--- config.mk ---
export PLATFORM = sky130hd
export DESIGN_NAME = sr_readback_rx
export DESIGN_NICKNAME = d
export VERILOG_FILES = /design/src/rtl/sr_pkg.sv /design/src/rtl/sr_rx_lane.sv /design/src/rtl/sr_readback_rx.sv
export SDC_FILE = /design/constraint.sdc
export NUM_CORES = 1
export LEC_CHECK = 0
export CAP_MARGIN = 20
export CORE_AREA = 2 2 176 178
export CTS_BUF_LIST = sky130_fd_sc_hd__clkbuf_4 sky130_fd_sc_hd__clkbuf_8
export DETAILED_ROUTE_END_ITERATION = 16
export DIE_AREA = 0 0 178 180
export DONT_BUFFER_PORTS = 1
export GPL_ROUTABILITY_DRIVEN = 0
export GPL_TIMING_DRIVEN = 0
export HOLD_SLACK_MARGIN = 0.05
export PLACE_DENSITY = 0.74
export SKIP_CTS_REPAIR_TIMING = 1
export SLEW_MARGIN = 20
export SYNTH_ARGS = -nofsm -noshare
export SYNTH_HDL_FRONTEND = slang
export SYNTH_SLANG_ARGS = --single-unit
--- constraint.sdc ---
create_clock -name clk -period 2.45 [get_ports clk]
set_input_delay 0.49 -clock clk [delete_from_list [all_inputs] [get_ports clk]]
set_output_delay 0.49 -clock clk [all_outputs]
set_load 0.03 [all_outputs]
--- src/rtl/sr_pkg.sv ---
// Shared definitions for the SR readback transmit/receive sides:
// one-hot FSM state encodings and a constant-safe ceil(log2) helper.
package sr_pkg;

    localparam logic [4:0] SR_IDLE  = 5'b00001;
    localparam logic [4:0] SR_SKIP  = 5'b00010;
    localparam logic [4:0] SR_SHIFT = 5'b00100;
    localparam logic [4:0] SR_PAR   = 5'b01000;
    localparam logic [4:0] SR_DONE  = 5'b10000;

    typedef enum logic [4:0] {
        ST_IDLE  = SR_IDLE,
        ST_SKIP  = SR_SKIP,
        ST_SHIFT = SR_SHIFT,
        ST_PAR   = SR_PAR,
        ST_DONE  = SR_DONE
    } sr_state_t;

    function automatic int sr_clog2(input int value);
        int r;
        for (r = 0; (1 << r) < value; r++) begin
        end
        return r;
    endfunction

endpackage

--- src/rtl/sr_rx_lane.sv ---
// One readback lane: shadow register written one bit at a time at bit_idx.
// With SR_RX_PARITY_EN, also keeps running parity over data plus parity bit.
module sr_rx_lane #(
    parameter int WIDTH = 170,
    parameter int CW    = 8
) (
    input  logic             clk,
    input  logic             rst,
    input  logic             clr,
    input  logic             sample_en,
    input  logic [CW-1:0]    bit_idx,
    input  logic             din,
    output logic [WIDTH-1:0] shadow
`ifdef SR_RX_PARITY_EN
    ,
    input  logic             par_en,
    output logic             par_acc
`endif
);

    logic [WIDTH-1:0] wr_mask;
    logic [WIDTH-1:0] shadow_reg;

    // Decode the bit index into a one-hot write mask.
    for (genvar gi = 0; gi < WIDTH; gi++) begin : g_mask
        assign wr_mask[gi] = sample_en && (bit_idx == CW'(gi));
    end

    always_ff @(posedge clk) begin
        if (!rst || clr) begin
            shadow_reg <= '0;
        end else begin
            shadow_reg <= (shadow_reg & ~wr_mask) | (wr_mask & {WIDTH{din}});
        end
    end

    assign shadow = shadow_reg;

`ifdef SR_RX_PARITY_EN
    logic par_acc_reg;

    always_ff @(posedge clk) begin
        if (!rst || clr) begin
            par_acc_reg <= 1'b0;
        end else if (sample_en || par_en) begin
            par_acc_reg <= par_acc_reg ^ din;
        end
    end

    assign par_acc = par_acc_reg;
`endif

endmodule

--- src/rtl/sr_readback_rx.sv ---
// Multi-lane SR readback receiver: skip, capture WIDTH bits per lane, commit
// behind valid/ready with sticky overrun. Optional parity: SR_RX_PARITY_EN.
module sr_readback_rx
    import sr_pkg::*;
#(
    parameter int WIDTH       = 170,
    parameter int NCH         = 1,
    parameter int SKIP_CYCLES = 1,
    parameter int LSB_FIRST   = 1
) (
    input  logic                 clk,
    input  logic                 rst,
    input  logic                 load_sr,
    input  logic [NCH-1:0]       dout_sr,
    output logic                 busy,
    output logic [NCH*WIDTH-1:0] dout,
    output logic                 dout_valid,
    input  logic                 dout_ready,
    output logic                 overrun
`ifdef SR_RX_PARITY_EN
    ,
    output logic [NCH-1:0]       parity_err
`endif
);

    localparam int CW = sr_clog2(WIDTH + 1);
    localparam logic [CW-1:0] CNT_LAST  = CW'(WIDTH - 1);
    localparam logic [3:0]    SKIP_LAST = (SKIP_CYCLES == 0) ? 4'd0 : 4'(SKIP_CYCLES - 1);

    sr_state_t state_reg, state_next;
    logic [CW-1:0]        cnt_reg;
    logic [3:0]           skip_reg;
    logic                 sample_en;
    logic                 clr;
    logic [CW-1:0]        bit_idx;
    logic [NCH*WIDTH-1:0] shadow_all;
`ifdef SR_RX_PARITY_EN
    logic                 par_en;
    logic [NCH-1:0]       par_all;
`endif

    always_ff @(posedge clk) begin
        if (!rst) begin
            state_reg <= ST_IDLE;
            cnt_reg   <= '0;
            skip_reg  <= '0;
        end else begin
            state_reg <= state_next;
            cnt_reg   <= (state_reg == ST_SHIFT) ? cnt_reg + 1'b1 : '0;
            skip_reg  <= (state_reg == ST_SKIP)  ? skip_reg + 4'd1 : 4'd0;
        end
    end

    always_comb begin
        state_next = state_reg;
        sample_en  = 1'b0;
        clr        = 1'b0;
`ifdef SR_RX_PARITY_EN
        par_en     = 1'b0;
`endif
        case (state_reg)
            ST_IDLE: begin
                if (load_sr) begin
                    clr        = 1'b1;
                    state_next = (SKIP_CYCLES == 0) ? ST_SHIFT : ST_SKIP;
                end
            end
            ST_SKIP: begin
                if (skip_reg == SKIP_LAST) state_next = ST_SHIFT;
            end
            ST_SHIFT: begin
                sample_en = 1'b1;
                if (cnt_reg == CNT_LAST) begin
`ifdef SR_RX_PARITY_EN
                    state_next = ST_PAR;
`else
                    state_next = ST_DONE;
`endif
                end
            end
`ifdef SR_RX_PARITY_EN
            ST_PAR: begin
                par_en     = 1'b1;
                state_next = ST_DONE;
            end
`endif
            ST_DONE:  state_next = ST_IDLE;
            default:  state_next = ST_IDLE;
        endcase
    end

    assign bit_idx = (LSB_FIRST != 0) ? cnt_reg : CNT_LAST - cnt_reg;
    assign busy    = (state_reg != ST_IDLE);

    for (genvar gi = 0; gi < NCH; gi++) begin : g_lane
        sr_rx_lane #(
            .WIDTH (WIDTH),
            .CW    (CW)
        ) u_lane (
            .clk       (clk),
            .rst       (rst),
            .clr       (clr),
            .sample_en (sample_en),
            .bit_idx   (bit_idx),
            .din       (dout_sr[gi]),
            .shadow    (shadow_all[gi*WIDTH +: WIDTH])
`ifdef SR_RX_PARITY_EN
            ,
            .par_en    (par_en),
            .par_acc   (par_all[gi])
`endif
        );
    end

    // A commit with a simultaneous ready consumes the old word, so no overrun.
    always_ff @(posedge clk) begin
        if (!rst) begin
            dout       <= '0;
            dout_valid <= 1'b0;
            overrun    <= 1'b0;
`ifdef SR_RX_PARITY_EN
            parity_err <= '0;
`endif
        end else if (state_reg == ST_DONE) begin
            dout       <= shadow_all;
            dout_valid <= 1'b1;
            if (dout_valid && !dout_ready) overrun <= 1'b1;
`ifdef SR_RX_PARITY_EN
            parity_err <= par_all;
`endif
        end else if (dout_valid && dout_ready) begin
            dout_valid <= 1'b0;
        end
    end

endmodule
==> results.cfg <==
[worst_setup_path]
worstSetupPathType = flop to output pin
endpoint_kind = output pin
r2r_slack_ns = 0.12
crit_arrival_ns = 1.87
crit_path_start = state_reg[4]$_SDFFE_PN0P_
cp.required_ns = 1.96
startpoint_type = flop
rr_endpoint = dout[124]$_SDFFE_PN0P_
r2r_cells = 6
cp_max_fo = 10
reg2reg_from = state_reg[0]$_SDFFE_PN1P_

[cts]
cts_buffer_depth = 3
numCtsBuffers = 58
cts_tree = built
cts_sinks = 358
clk_pin_slew_worst_paths_ns = 0.07
root_buffer = clkbuf_8
clk_latency_ns = 0.61
htreeDepth = 2

[finish]
mostFrequentLayoutCell = dfxtp_1
num-nets-final = 1745
mostFrequentLayoutCells = dfxtp_1, nand2_1, a21oi_1
area_delta_synth_final_pct = 12.3
layout-drive-gt1-share_pct = 9.51
antennaDiodeCount = 0
finalInstanceArea_sq_um = 16600

[placed_design]
dp_slack_ns = -0.140
placed_area_sq_um = 15300
dpl.hpwl_um = 27500
io_buffers = 0

[pwr]
power_leakage_nw = 6.32
ir_drop_mv = 0.479
p_sw_mw = 2.78
combPwrFrac_pct = 4.0
switching_share_pct = 23.1
seq_power_share_pct = 48.5
intPower_mw = 9.25
power.density_nw_per_um2 = 723
clkPwrFrac_pct = 47.5

[detailed_routing]
drc = 0
totalWireLength_um = 40700
wl_per_cell_um = 18.7
first_iter_violations = 1175
antenna_left = 0
first_pass_iters = 5
avgViaCountPerCell = 5.83
dr_total_vias = 12700

[sta]
setup_viol = 0
timing.slew.headroom_pct = 40.6
hold_viol = 0
setup_ws_ns = 0.0897
fin_worst_skew_ns = 0.0335
final.period_utilization_pct = 96.3
fin_setup_tns_ns = 0
drv_slew = 0
rsz0062_at_grt = no
fin_crit_ns = 2.36
tightest_slew_ns = 0.892
max_freq_mhz = 424

[synth]
synthCells = 1674
syn-mean-instance-area_sq_um = 8.85
synth.largest_area_cell = dfxtp_1
yosysWarnings = 0
ys_seq_area_share_pct = 48.3
synth_top_area_share_pct = 48.3
ys_types = 39
syn_nets = 1685
syn_area_sq_um = 14800
synth_edf_count = 0
yosys-top-cells-area = dfxtp_1, mux2i_1, nand2_1
synth_seq_cells = 358
ys.flop_type = dfxtp_1
async_reset_ff_share_pct = 0

[global_route]
grt_max_degree = 16
grt_pass1_wl_um = 64200
grt_use_total_pct = 24.5
grt_pass1_vias = 12400
grt_overflow = 0
antenna_found_initial = 0

[job]
maxCapViolCount = 0

[hold_path]
hp-class = input pin to flop
min_from = dout_ready
holdPathEnd = dout_valid$_SDFFE_PN0P_
hold_path_depth = 3

[floorplan]
fp-row-count = 64
coreArea_sq_um = 30200
start_util_pct = 49.1
die_area_sq_um = 32000
dieHeight_um = 180
fp.dieW_um = 178
ios = 178

[status]
outcome = completed
-- cell families after synthesis --
family          Yosys count  synth area share [%]
simple gates            567                  18.4
compound gates          353                  14.9
fa+ha+maj                 6                 0.506
buf+inv                 215                  6.04
mux                     170                  11.5
xor+xnor                  5                 0.295
flops                   358                  48.3
-- cell type report --
cell class / instances / area (sq um)
Buffer: 209 / 878
Clock buffer: 96 / 1220
Clock inverter: 8 / 97.6
Fill cell: 2776 / 13500
Inverter: 6 / 22.5
Multi-Input combinational cell: 1101 / 6760
Sequential cell: 358 / 7170
Tap cell: 396 / 495
-- metrics by stage --
| step | hold slack [ns] | instances | power [mW] | util, % |
|---|---|---|---|---|
| global placement | 0.444 | 2070 | 6.41 | 50.7 |
| global route | 0.0810 | 2174 | 12.4 | 55.1 |
| floorplan | 0.430 | 1674 | 6.28 | - |
| CTS | 0.0555 | 2174 | 12.1 | 55.1 |
| detailed placement | 0.448 | 2070 | 6.42 | 50.7 |
| finish | 0.0896 | 2174 | 12.0 | 55.1 |
-- cell usage after synthesis, drive strengths merged (4+ instances only) --
cell type,n
buf,54
dfxtp,358
nand2,347
inv,6
clkbuf,155
nand4,170
nor2b,5
o211ai,171
ha,6
nor4b,7
nand3,4
nor2,13
mux2i,170
a21oi,176
-- per-layer routing --
| metal | vias up | track usage [%] | part of all wire, % |
|---|---|---|---|
| met5 | - | 0 | 0 |
| met4 | 0 | 8.26 | 2.7 |
| li1 | 6132 | - | - |
| met1 | 6017 | 31.1 | 42 |
| met2 | 439 | 41.1 | 48 |
| met3 | 84 | 5.35 | 7.1 |
-- worst max-delay path, cell delays in order, from the launching register on --
cell and delay, ns:
dfxtp_1 0.34, or4b_1 0.51, clkbuf_1 0.15, buf_2 0.25
-- power groups by stage --
stage | Sequential (mW) | Combinational [mW] | Clock, mW
after floorplan | 5.96 | 0.320 | 0
after global placement | 5.96 | 0.454 | 0
after detailed placement | 5.96 | 0.463 | 0
after CTS | 5.83 | 0.466 | 5.79
after global routing | 5.83 | 0.513 | 6.08
final | 5.83 | 0.478 | 5.72
-- worst max-delay path by stage --
stage,to,depth (start not counted),slack (ns)
3_3_place_gp,dout[142]$_SDFFE_PN0P_,6,-0.08
2_1_floorplan,flop,6,0.71
5_1_grt,dout[157]$_SDFFE_PN0P_,6,0.005
3_5_place_dp,dout[145]$_SDFFE_PN0P_,6,-0.14
6_report,busy,3,0.09
4_1_cts,dout[145]$_SDFFE_PN0P_,6,-0.16
No activity file was read; power rests on OpenSTA's default activity.
